## config.mk

```make
export PLATFORM = sky130hd
export DESIGN_NAME = tcam_match_penc
export DESIGN_NICKNAME = d
export VERILOG_FILES = /design/src/rtl/tcam_pkg.sv /design/src/rtl/tcam_priority_encoder.sv /design/src/rtl/tcam_match_penc.sv
export SDC_FILE = /design/constraint.sdc
export NUM_CORES = 1
export LEC_CHECK = 0
export BUFFER_PORTS_ARGS = -buffer_cell sky130_fd_sc_hd__buf_2
export CAP_MARGIN = 30
export CELL_PAD_IN_SITES_DETAIL_PLACEMENT = 0
export CELL_PAD_IN_SITES_GLOBAL_PLACEMENT = 1
export CORE_UTILIZATION = 31
export CTS_BUF_LIST = sky130_fd_sc_hd__clkbuf_2 sky130_fd_sc_hd__clkbuf_4 sky130_fd_sc_hd__clkbuf_8
export CTS_CLUSTER_DIAMETER = 150
export DETAILED_ROUTE_END_ITERATION = 7
export PLACE_DENSITY = 0.65
export SKIP_LAST_GASP = 1
export SLEW_MARGIN = 20
export SYNTH_ARGS = -nofsm -noshare
export SYNTH_HDL_FRONTEND = slang
export SYNTH_SLANG_ARGS = --single-unit
```

## constraint.sdc

```tcl
create_clock -name clk_i -period 4.1 [get_ports clk_i]
set_clock_uncertainty 0.2 [all_clocks]
set_input_delay 0.82 -clock clk_i [delete_from_list [all_inputs] [get_ports clk_i]]
set_output_delay 0.82 -clock clk_i [all_outputs]
set_load 0.02 [all_outputs]
```

## src/rtl/tcam_pkg.sv

```systemverilog
// ============================================================================
// Module      : tcam_pkg
// Description : Shared types for the TCAM match-vector post-processing stage.
// Revision    : 1.0 - initial release
// ============================================================================
`default_nettype none

package tcam_pkg;

  localparam int TCAM_ROWS    = 64;
  localparam int TCAM_CHUNK_W = 7;

  typedef enum logic [1:0] {
    IDLE   = 2'd0,
    ACCUM  = 2'd1,
    ENCODE = 2'd2,
    DONE   = 2'd3
  } penc_state_e;

  typedef logic [TCAM_ROWS-1:0] match_vec_t;

endpackage : tcam_pkg

`default_nettype wire

```

## src/rtl/tcam_priority_encoder.sv

```systemverilog
// ============================================================================
// Module      : tcam_priority_encoder
// Description : Combinational lowest-index priority encoder with any/multi.
// Revision    : 1.0 - initial release
// ============================================================================
`default_nettype none

module tcam_priority_encoder #(
  parameter int NUM_ROWS = 64,
  parameter int ADDR_W   = $clog2(NUM_ROWS)
) (
  input  logic [NUM_ROWS-1:0] i_vec,
  output logic [ADDR_W-1:0]   o_idx,
  output logic                o_any,
  output logic                o_multi
);

  // Scan from the top down so the last hit written is the lowest index.
  always_comb begin
    o_idx = '0;
    for (int i = NUM_ROWS - 1; i >= 0; i--) begin
      if (i_vec[i]) begin
        o_idx = ADDR_W'(i);
      end
    end
  end

  assign o_any   = |i_vec;
  // Clearing the lowest set bit leaves something only if two or more were set.
  assign o_multi = |(i_vec & (i_vec - 1'b1));

endmodule : tcam_priority_encoder

`default_nettype wire

```

## src/rtl/tcam_match_penc.sv

```systemverilog
// ============================================================================
// Module      : tcam_match_penc
// Description : ANDs per-chunk TCAM match vectors, priority-encodes the result
//               and hands it to the search controller over valid/ready.
// Revision    : 1.0 - initial release
// ============================================================================
`default_nettype none

module tcam_match_penc
  import tcam_pkg::*;
#(
  parameter int NUM_ROWS   = TCAM_ROWS,
  parameter int NUM_CHUNKS = 4,
  parameter int ADDR_W     = $clog2(NUM_ROWS)
) (
  input  logic                clk_i,
  input  logic                rst_ni,
  input  logic                start_i,
  input  logic                chunk_valid_i,
  input  logic [NUM_ROWS-1:0] match_i,
  output logic                busy_o,
  output logic                valid_o,
  input  logic                ready_i,
  output logic                hit_o,
  output logic                multi_hit_o,
  output logic [ADDR_W-1:0]   match_addr_o,
  output logic [NUM_ROWS-1:0] match_vec_o
);

  localparam int               C_CNT_W      = $clog2(NUM_CHUNKS + 1);
  localparam logic [C_CNT_W-1:0] C_LAST_CHUNK = C_CNT_W'(NUM_CHUNKS - 1);

  penc_state_e           r_state;
  logic [NUM_ROWS-1:0]   r_acc;
  logic [C_CNT_W-1:0]    r_cnt;
  logic                  r_busy;
  logic                  r_valid;
  logic                  r_hit;
  logic                  r_multi;
  logic [ADDR_W-1:0]     r_addr;
  logic [NUM_ROWS-1:0]   r_vec;

  logic [ADDR_W-1:0]     w_idx;
  logic                  w_any;
  logic                  w_multi;

  tcam_priority_encoder #(
    .NUM_ROWS (NUM_ROWS),
    .ADDR_W   (ADDR_W)
  ) u_penc (
    .i_vec   (r_acc),
    .o_idx   (w_idx),
    .o_any   (w_any),
    .o_multi (w_multi)
  );

  always_ff @(posedge clk_i or negedge rst_ni) begin
    if (!rst_ni) begin
      r_state <= IDLE;
      r_acc   <= '1;
      r_cnt   <= '0;
      r_busy  <= 1'b0;
      r_valid <= 1'b0;
      r_hit   <= 1'b0;
      r_multi <= 1'b0;
      r_addr  <= '0;
      r_vec   <= '0;
    end else begin
      case (r_state)
        IDLE: begin
          if (start_i) begin
            r_acc   <= '1;
            r_cnt   <= '0;
            r_busy  <= 1'b1;
            r_state <= ACCUM;
          end
        end

        ACCUM: begin
          if (chunk_valid_i) begin
            r_acc <= r_acc & match_i;
            // The counter parks at zero on the final chunk so it never
            // reaches NUM_CHUNKS.
            if (r_cnt == C_LAST_CHUNK) begin
              r_cnt   <= '0;
              r_state <= ENCODE;
            end else begin
              r_cnt <= r_cnt + 1'b1;
            end
          end
        end

        ENCODE: begin
          r_hit   <= w_any;
          r_multi <= w_multi;
          r_addr  <= w_idx;
          r_vec   <= r_acc;
          r_busy  <= 1'b0;
          r_valid <= 1'b1;
          r_state <= DONE;
        end

        DONE: begin
          if (ready_i) begin
            r_valid <= 1'b0;
            // A start coinciding with the handshake skips IDLE entirely.
            if (start_i) begin
              r_acc   <= '1;
              r_cnt   <= '0;
              r_busy  <= 1'b1;
              r_state <= ACCUM;
            end else begin
              r_state <= IDLE;
            end
          end
        end

        default: begin
          r_state <= IDLE;
        end
      endcase
    end
  end

  assign busy_o       = r_busy;
  assign valid_o      = r_valid;
  assign hit_o        = r_hit;
  assign multi_hit_o  = r_multi;
  assign match_addr_o = r_addr;
  assign match_vec_o  = r_vec;

endmodule : tcam_match_penc

`default_nettype wire
```

==> reports/metrics.cfg, run 1 <==
[outcome]
status = finished, final reports clean

[global_route]
grt_pass1_vias = 5513
met1_usage_pct = 25.8
met3_usage_pct = 3.47
antenna_found_initial = 0
top_usage_layer = met2
groute.usage.overall_pct = 18.3
grt_use_met2_pct = 28.1
grt.overflow.total = 0
grt_max_degree = 70
grt_pass1_wl_mm = 31.7

[job]
drv_cap = 0

[route]
detail-route-antenna-nets = 0
drc = 0
wl_per_cell_um = 18.1
vias_per_cell = 5.15
wl_mm = 20.2
drtIter0Drc = 346
num_vias = 5723
firstDrtPassIters = 5

[cts]
ctsResizeCount = 0
clk_pin_slew_ns = 0.09
ctsHoldBuffers = 0
cts_max_level = 4
clock_latency_ns = 0.47
clock_sinks = 143
cts_tree = built
post_cts_buffers = 0
cts_inserted_buffers = 17
clock_tree.root_cell = clkbuf_8
cts_max_path_buffers = 2

[logic_synthesis]
synth_fp_nets = 766
synth_area_leader_cell = dfrtp_1
synth-xor-area-share_pct = 0
synth_top_family_by_area = compound AO/OA/AOI/OAI gates
avgSynthCellArea_um2 = 10.0
synthSimpleGateAreaFrac_pct = 14.9
synth_area_um2 = 6930
ys_top_cells_by_area = dfrtp_1, dfstp_2, mux2_2, o21ai_0, nand2_1
netlist_instances = 690
synth-compound-area-share_pct = 16.1
synth-seq-cells = 143
synth_edf_count = 0
seq_area_frac_synth_pct = 52.8
synthFlopType = dfrtp_1
ys_types = 57
ys_async_sr_fraction_pct = 100
yosysTopAreaCellShare_pct = 28.5
synth_mux_area_share_pct = 10.9
synth_fa_ha_area_share_pct = 1.55
synth_warnings = 0

[worst_setup_path]
max_stage_delay_ns = 0.62
cp_slowest_cell = or4_1
path_common_cell = or4_1
cp_data_required_time_ns = 4.25
critPathLaunchType = flop
crit_arrival_ns = 4.03
worstSetupPathType = reg -> reg
worstPathCellList = or4_1 > nor4_4 > or4b_1 > or4_1 > a21oi_1 > o22ai_1 > or4_1 > o32a_1
cp-end-kind = flop
crit_buf_inv = 0
crit_family = simple AND/OR/NAND/NOR gates
critPathMaxFanout = 8

[finish]
drive_gt1_share_pct = 39.7
syn_to_final_growth_pct = 21.5
final_core_utilization_pct = 38.5
num_antenna_cells = 0
nets = 895
fillCellCount = 2267

[sta]
final-setup-viol-count = 0
setup_tns_ns = 0
clock.fmax_mhz = 257
rsz0062_at_grt = no
worst_pin_slew_ns = 0.696
fin_hold_ws_ns = 0.111
post-route-period-util_pct = 94.8
slew_headroom_pct = 53.6
drv_slew = 0
min_period_ns = 3.89
final_hold_viol_count = 0

[power_and_ir_drop]
irDropWorstVdd_uv = 351
power_mw = 7.35
leakagePower_nw = 3.51
power.density_nw_per_um2 = 872

[placed_design]
hpwl_mm = 14.3
globalplace.congestion = 0.843
io_buffer_count = 142

[floorplanning]
io_pins = 143
rows = 54
start_util_pct = 31.7
dieHeight_um = 152
core_area_um2 = 21900
dieArea_um2 = 23000
die_w_um = 152

[min_path]
hp-class = in -> async

-- cell usage after synthesis, types with 6 or more instances --
master	instances
nand2_1	92
dfstp_2	64
dfrtp_1	79
clkbuf_1	31
inv_1	26
o22ai_1	6
o21ai_0	90
o31ai_1	8
or4_1	8
nand3_1	11
nand4_1	7
nor2_1	45
nor4_1	14
buf_1	7
o21bai_1	6
a21oi_1	37
mux2_2	67
ha_1	7
nor3_1	16
-- final cells by class --
| cell class | count | area, µm² | area share, % |
|---|---|---|---|
| Clock buffer | 22 | 297 | 3.52 |
| Clock inverter | 10 | 183 | 2.17 |
| Inverter | 26 | 97.6 | 1.16 |
| Multi-Input combinational cell | 479 | 3020 | 35.9 |
| Sequential cell | 143 | 3660 | 43.4 |
| Tap cell | 280 | 350 | 4.16 |
| Timing Repair Buffer | 152 | 817 | 9.70 |
-- routing by layer --
layer  wire [µm]  up-vias
li1            -     2736
met1        9820     2829
met2        9130      134
met3         841       24
met4         364        0
met5           0        -
-- flip-flops by register name (all words and copies together), names as in the netlist --
name,count
multi_hit_o,1
busy_o,1
hit_o,1
r_cnt,3
valid_o,1
r_acc,64
r_state,2
match_vec_o,64
match_addr_o,6
-- power breakdown --
part	switching, mW	total (mW)	internal, mW
Combinational	1.66	2.80	1.14
Clock	0.567	1.36	0.796
Sequential	0.847	3.19	2.34
Total	3.07	7.35	4.27
-- logic make-up after synthesis --
family | after synthesis
fa+ha+maj | 9
compound gates | 188
buf+inv | 68
simple gates | 215
mux | 67
flops | 143
-- placed cells by master (no fill, tap or decap), types with 3 or more instances in the layout --
master,n
o22ai_1,6
clkinv_2,3
or2_2,4
o21ai_0,90
a31oi_1,3
or3_1,4
nand2_1,91
buf_2,141
nand3_1,11
inv_1,26
nor4_1,14
o31ai_1,8
or4_4,3
a211oi_1,4
nand4_1,7
dfstp_2,64
a21o_1,4
ha_1,6
a2111oi_0,3
buf_4,8
clkbuf_8,21
o211ai_1,4
nor2_1,45
nand2b_1,3
bufinv_16,5
o21bai_1,6
a21oi_1,37
mux2_2,67
dfrtp_1,79
nor3_1,16
or4_1,8
-- per-stage QoR --
stage	setup WS, ns	cell area [µm²]	instances
2_1_floorplan	0.441	6930	690
3_3_place_gp	0.319	7950	1080
3_5_place_dp	0.255	7950	1080
4_1_cts	0.220	8420	1112
5_1_grt	0.0516	8420	1112
6_report	0.212	8420	1112
-- final timing paths --
kind                                  startpoint  slack, ns  cells past startpoint                 endpoint
min                                       rst_ni       0.11                      1      valid_o$_DFFE_PN0P_
max in group asynchronous                 rst_ni       2.66                      2    r_acc[17]$_DFFE_PN1P_
min reg2reg                 r_cnt[1]$_DFFE_PN0P_       0.29                      2     r_cnt[1]$_DFFE_PN0P_
min in group clk_i          r_cnt[1]$_DFFE_PN0P_       0.29                      2     r_cnt[1]$_DFFE_PN0P_
max reg2reg                r_acc[39]$_DFFE_PN1P_       0.21                      8  multi_hit_o$_DFFE_PN0P_
max                        r_acc[39]$_DFFE_PN1P_       0.21                      8  multi_hit_o$_DFFE_PN0P_
Note: power is estimated with default switching activity, not from simulation.
==> inputs of run 2 (changes only) <==
--- a/config.mk
+++ b/config.mk
@@ -5,15 +5,16 @@
 export SDC_FILE = /design/constraint.sdc
 export NUM_CORES = 1
 export LEC_CHECK = 0
-export BUFFER_PORTS_ARGS = -buffer_cell sky130_fd_sc_hd__buf_2
 export CAP_MARGIN = 30
 export CELL_PAD_IN_SITES_DETAIL_PLACEMENT = 0
 export CELL_PAD_IN_SITES_GLOBAL_PLACEMENT = 1
+export CORE_MARGIN = 2
 export CORE_UTILIZATION = 31
 export CTS_BUF_LIST = sky130_fd_sc_hd__clkbuf_2 sky130_fd_sc_hd__clkbuf_4 sky130_fd_sc_hd__clkbuf_8
 export CTS_CLUSTER_DIAMETER = 150
 export DETAILED_ROUTE_END_ITERATION = 7
-export PLACE_DENSITY = 0.65
+export DONT_BUFFER_PORTS = 1
+export PLACE_DENSITY = 0.58
 export SKIP_LAST_GASP = 1
 export SLEW_MARGIN = 20
 export SYNTH_ARGS = -nofsm -noshare
==> reports/metrics.cfg, run 2 (synthesis gave the netlist of run 1 again) <==
[floorplanning]
io_pins = 143  ; unchanged
start_util_pct = 31.7  ; unchanged
core_area_um2 = 21900  ; unchanged
rows = 54  ; unchanged
dieArea_um2 = 23600  ; +2.7%
dieHeight_um = 154  ; +1.3%
die_w_um = 154  ; +1.3%

[min_path]
hp-class = in -> async

[route]
wl_mm = 20.8  ; +3.2%
wl_per_cell_um = 21.4  ; +18%
firstDrtPassIters = 5  ; unchanged
vias_per_cell = 5.48  ; +6.5%
drc = 0  ; unchanged
detail-route-antenna-nets = 0  ; unchanged
num_vias = 5329  ; -6.9%
drtIter0Drc = 337  ; -2.6%

[cts]
cts_max_path_buffers = 2  ; unchanged
ctsResizeCount = 0  ; unchanged
cts_max_level = 4  ; unchanged
cts_tree = built
clock_tree.root_cell = clkbuf_8
clock_latency_ns = 0.45  ; -0.02 ns
clk_pin_slew_ns = 0.08  ; about the same
cts_inserted_buffers = 17  ; unchanged
clock_sinks = 143  ; unchanged

[sta]
worst_pin_slew_ns = 0.729  ; +0.0324 ns
clock.fmax_mhz = 260  ; +1.1%
slew_headroom_pct = 51.4  ; -2.2 points
final-setup-viol-count = 0  ; unchanged
final_hold_viol_count = 0  ; unchanged
drv_slew = 0  ; unchanged
setup_tns_ns = 0  ; unchanged
fin_hold_ws_ns = 0.0576  ; -0.0533 ns
min_period_ns = 3.85  ; -0.0429 ns
post-route-period-util_pct = 93.8  ; -1.0 points
rsz0062_at_grt = no

[power_and_ir_drop]
p_comb_share_pct = 29.2  ; -8.9 points
seqPwrFrac_pct = 53.0  ; +9.6 points
power.density_nw_per_um2 = 901  ; +3.3%
power.switching_mw = 3.03  ; -1.4%
irDropWorstVdd_uv = 321  ; -8.5%
clock_power_share_pct = 17.8  ; -0.7 points
power_mw = 6.96  ; -5.4%
internal-power_mw = 3.92  ; -8.2%
leakagePower_nw = 2.97  ; -15%
swShare_pct = 43.6  ; +1.8 points

[global_route]
groute.usage.overall_pct = 17.8  ; -0.50 points
grt_pass1_vias = 5339  ; -3.2%
grt_pass1_wl_mm = 32.4  ; +2.4%
grt.overflow.total = 0  ; unchanged
grt_use_met2_pct = 28.9  ; +0.87 points
top_usage_layer = met2
grt_max_degree = 83  ; +19%
met1_usage_pct = 23.7  ; -2.1 points
antenna_found_initial = 1  ; +1
met3_usage_pct = 4.20  ; +0.73 points

[worst_setup_path]
critPathMaxFanout = 8  ; unchanged
critPathLaunchType = flop
crit_path_start = r_acc[39]$_DFFE_PN1P_
reg2reg_from = r_acc[39]$_DFFE_PN1P_
crit_arrival_ns = 3.98  ; -0.05 ns
cp-end-kind = flop
cp_data_required_time_ns = 4.23  ; -0.02 ns
worstSetupPathType = reg -> reg

[job]
drv_cap = 0  ; unchanged

[placed_design]
globalplace.congestion = 0.878  ; +4.2%
hpwl_mm = 14.2  ; -0.82%
io_buffer_count = 0  ; -100%

[finish]
final_cell_mix = nand2_1, o21ai_0, dfrtp_1, mux2_2, dfstp_2
drive_gt1_share_pct = 27.4  ; -12 points
nets = 755  ; -16%
syn_to_final_growth_pct = 11.4
final_core_utilization_pct = 35.3  ; -3.2 points
final_common_cell = nand2_1

[outcome]
status = finished, final reports clean

==> run 2: cell count changes in the layout (fill, tap and decap cells not counted), sizes merged <==
cell,previous run,this run
clkinv,5,4
diode,0,1
inv,26,27
bufinv,5,3
clkinvlp,0,1
buf,152,12
==> run 2: per-layer routing <==
| metal | vias up | wire (µm) |
|---|---|---|
| met5 | - | 0 |
| met4 | 0 | 318 |
| met3 | 20 | 1130 |
| met1 | 2698 | 9270 |
| met2 | 166 | 10100 |
| li1 | 2445 | - |
==> run 2: final timing paths <==
check | endpoint | cells past startpoint | slack [ns]
min | valid_o$_DFFE_PN0P_ | 1 | 0.06
min reg2reg | r_cnt[2]$_DFFE_PN0P_ | 1 | 0.30
min in group clk_i | valid_o$_DFFE_PN0P_ | 1 | 0.27
max | multi_hit_o$_DFFE_PN0P_ | 8 | 0.25
max in group asynchronous | match_addr_o[3]$_DFFE_PN0P_ | 1 | 3.23
max reg2reg | multi_hit_o$_DFFE_PN0P_ | 8 | 0.25
==> run 2: power groups by stage <==
| stage | clock [mW] | combinational [mW] | sequential [mW] |
|---|---|---|---|
| after global routing | 1.34 | 2.29 | 3.82 |
| after floorplan | 0 | 1.77 | 3.18 |
| after detailed placement | 0 | 2.02 | 3.72 |
| after global placement | 0 | 1.97 | 3.68 |
| after CTS | 1.28 | 2.07 | 3.69 |
| final | 1.24 | 2.03 | 3.68 |
==> run 2: critical path, stage by stage (launching register included) <==
cell,delay (ns)
dfstp_2,0.40
or4_1,0.61
nor4_4,0.34
or4b_1,0.62
or4_1,0.49
a21oi_1,0.15
o22ai_1,0.09
or4_1,0.50
o32a_1,0.35
==> run 2: layout make-up <==
cell class                 count  area [µm²]
inverter                      26        97.6
clock buffer                  22         303
sequential                   143        3660
clock inverter                 9         130
antenna                        1        2.50
tap                          280         350
timing repair buffer          12         155
multi-input combinational    479        3020
fill                        2276       14200
==> run 2: metrics by stage <==
step / instance area (µm²) / setup WS, ns / cells
floorplan: 6930 / 0.441 / 690
global placement: 7210 / 0.342 / 937
detailed placement: 7210 / 0.274 / 937
CTS: 7720 / 0.272 / 971
global route: 7720 / 0.0621 / 972
finish: 7720 / 0.255 / 972
==> run 2: what timing repair did <==
action	CTS	global route
hold buffers	3	0
endpoints found under the setup margin	0	0
buffers inserted	0	0
hold endpoints to repair	82	0
==> inputs of run 3 (changes only) <==
==> constraint.sdc (replaced) <==
create_clock -name clk_i -period 4.8 [get_ports clk_i]
set_clock_uncertainty 0.2 [all_clocks]
set_input_delay 0.96 -clock clk_i [delete_from_list [all_inputs] [get_ports clk_i]]
set_output_delay 0.96 -clock clk_i [all_outputs]
set_load 0.02 [all_outputs]
==> reports/metrics.cfg, run 3 (synthesis gave the netlist of run 1 again) <==
[cts]
clock_tree.root_cell = clkbuf_8
cts_inserted_buffers = 17  ; unchanged
clock_sinks = 143  ; unchanged
ctsResizeCount = 0  ; unchanged
cts_max_level = 4  ; unchanged
clock_latency_ns = 0.44  ; about the same
ctsHoldBuffers = 1  ; -2
cts_tree = built
post_cts_buffers = 0  ; unchanged
cts_max_path_buffers = 2  ; unchanged
clk_pin_slew_ns = 0.08  ; about the same

[floorplanning]
start_util_pct = 31.7  ; unchanged
rows = 54  ; unchanged
dieHeight_um = 154  ; unchanged
io_pins = 143  ; unchanged
die_w_um = 154  ; unchanged
core_area_um2 = 21900  ; unchanged
dieArea_um2 = 23600  ; unchanged

[worst_setup_path]
cp_data_required_time_ns = 4.93  ; +0.70 ns
cp_slowest_cell = or4b_1
r2r_setup_slack_ns = 0.96  ; +0.70 ns
reg2reg_depth = 8  ; unchanged
path_common_cell = or4_1
critPathMaxFanout = 10  ; +2
reg2reg_from = r_acc[5]$_DFFE_PN1P_
timing.rr.end = multi_hit_o$_DFFE_PN0P_
cp-end-kind = flop
max_stage_delay_ns = 0.73  ; +0.11 ns
critPathLaunchType = flop
crit_arrival_ns = 3.97  ; about the same
worstPathCellList = nor4_2 > nand4_2 > or4b_1 > or4_1 > o22ai_1 > o21ai_0 > or4_1 > o32a_1
worstSetupPathType = reg -> reg

[placed_design]
io_buffer_count = 0  ; unchanged
globalplace.congestion = 0.833  ; -5.1%
hpwl_mm = 13.9  ; -2.4%

[global_route]
grt_use_met2_pct = 27.6  ; -1.4 points
groute.usage.overall_pct = 17.3  ; -0.51 points
antenna_found_initial = 0  ; -1
grt.overflow.total = 0  ; unchanged
grt_max_degree = 80  ; -3.6%
grt_pass1_vias = 5336  ; -0.056%
top_usage_layer = met2
met1_usage_pct = 22.8  ; -0.88 points
grt_pass1_wl_mm = 31.9  ; -1.7%
met3_usage_pct = 5.13  ; +0.93 points

[power_and_ir_drop]
power.density_nw_per_um2 = 769  ; -15%
leakagePower_nw = 2.92  ; -1.8%
power_mw = 5.85  ; -16%
irDropWorstVdd_uv = 319  ; -0.60%

[route]
num_vias = 5232  ; -1.8%
drtIter0Drc = 357  ; +5.9%
drc = 0  ; unchanged
wl_per_cell_um = 20.7  ; -3.4%
wl_mm = 19.9  ; -4.1%
vias_per_cell = 5.42  ; -1.1%
detail-route-antenna-nets = 0  ; unchanged
firstDrtPassIters = 5  ; unchanged

[finish]
drive_gt1_share_pct = 26.7  ; -0.64 points
final_cell_mix = nand2_1, o21ai_0, dfrtp_1, mux2_2, dfstp_2
num_antenna_cells = 0  ; -1
nets = 749  ; -0.79%
fillCellCount = 2241  ; -1.5%
final_common_cell = nand2_1
syn_to_final_growth_pct = 9.68

[job]
drv_cap = 0  ; unchanged

[sta]
final-setup-viol-count = 0  ; unchanged
min_period_ns = 3.84  ; -0.000702 ns
fin_hold_ws_ns = 0.165  ; +0.107 ns
clock.fmax_mhz = 260  ; about the same
worst_pin_slew_ns = 0.693  ; -0.0358 ns
drv_slew = 0  ; unchanged
setup_tns_ns = 0  ; unchanged
slew_headroom_pct = 53.8  ; +2.4 points
rsz0062_at_grt = no
final_hold_viol_count = 0  ; unchanged
post-route-period-util_pct = 80.1  ; -14 points

[min_path]
hp-class = in -> async

[outcome]
status = finished, final reports clean

## run 3: cell types whose count changed in the layout (fill, tap and decap cells not counted), sizes merged
cell | previous run | this run
inv | 27 | 26
clkbuf | 22 | 24
clkinvlp | 1 | 0
diode | 1 | 0
buf | 12 | 6
## run 3: final cells by class
type                       count  area [µm²]  share of cell area (%)
sequential                   143        3660                    48.1
multi-input combinational    479        3020                    39.7
tap                          280         350                    4.61
clock buffer                  24         299                    3.93
clock inverter                 7         110                    1.45
inverter                      26        97.6                    1.28
timing repair buffer           6        65.1                   0.856
## run 3: worst max-delay path: cells and delay by family, from the launching register on
family | cells | cell delay, ns
simple gates | 5 | 2.47
compound gates | 3 | 0.67
flops | 1 | 0.40
## run 3: per-stage QoR
| stage | setup WS [ns] | std cells | area (µm²) | util [%] |
|---|---|---|---|---|
| 3_3_place_gp | 1.01 | 933 | 7170 | 32.7 |
| 4_1_cts | 0.954 | 965 | 7600 | 34.7 |
| 5_1_grt | 0.661 | 965 | 7600 | 34.7 |
| 3_5_place_dp | 0.964 | 933 | 7170 | 32.7 |
| 6_report | 0.956 | 965 | 7600 | 34.7 |
| 2_1_floorplan | 1.14 | 690 | 6930 | - |
## run 3: power breakdown
group          switching (mW)  internal [mW]  total (mW)
combinational           0.938          0.756        1.69
sequential               1.15           2.00        3.15
clock                   0.445          0.565        1.01
## run 3: how the worst max path moves through the flow
stage                                startpoint                       to  slack, ns
after global placement     r_acc[8]$_DFFE_PN1P_  multi_hit_o$_DFFE_PN0P_       1.01
after CTS                  r_acc[5]$_DFFE_PN1P_  multi_hit_o$_DFFE_PN0P_       0.95
after global routing       r_acc[8]$_DFFE_PN1P_  multi_hit_o$_DFFE_PN0P_       0.66
after detailed placement   r_acc[5]$_DFFE_PN1P_  multi_hit_o$_DFFE_PN0P_       0.96
final                      r_acc[5]$_DFFE_PN1P_  multi_hit_o$_DFFE_PN0P_       0.96
after floorplan           r_acc[34]$_DFFE_PN1P_  multi_hit_o$_DFFE_PN0P_       1.14
## run 3: metal layers
metal	up-vias	part of all wire, %
met4	0	1.5
met5	-	0
met3	20	5.6
met2	162	48
met1	2608	45
li1	2442	-
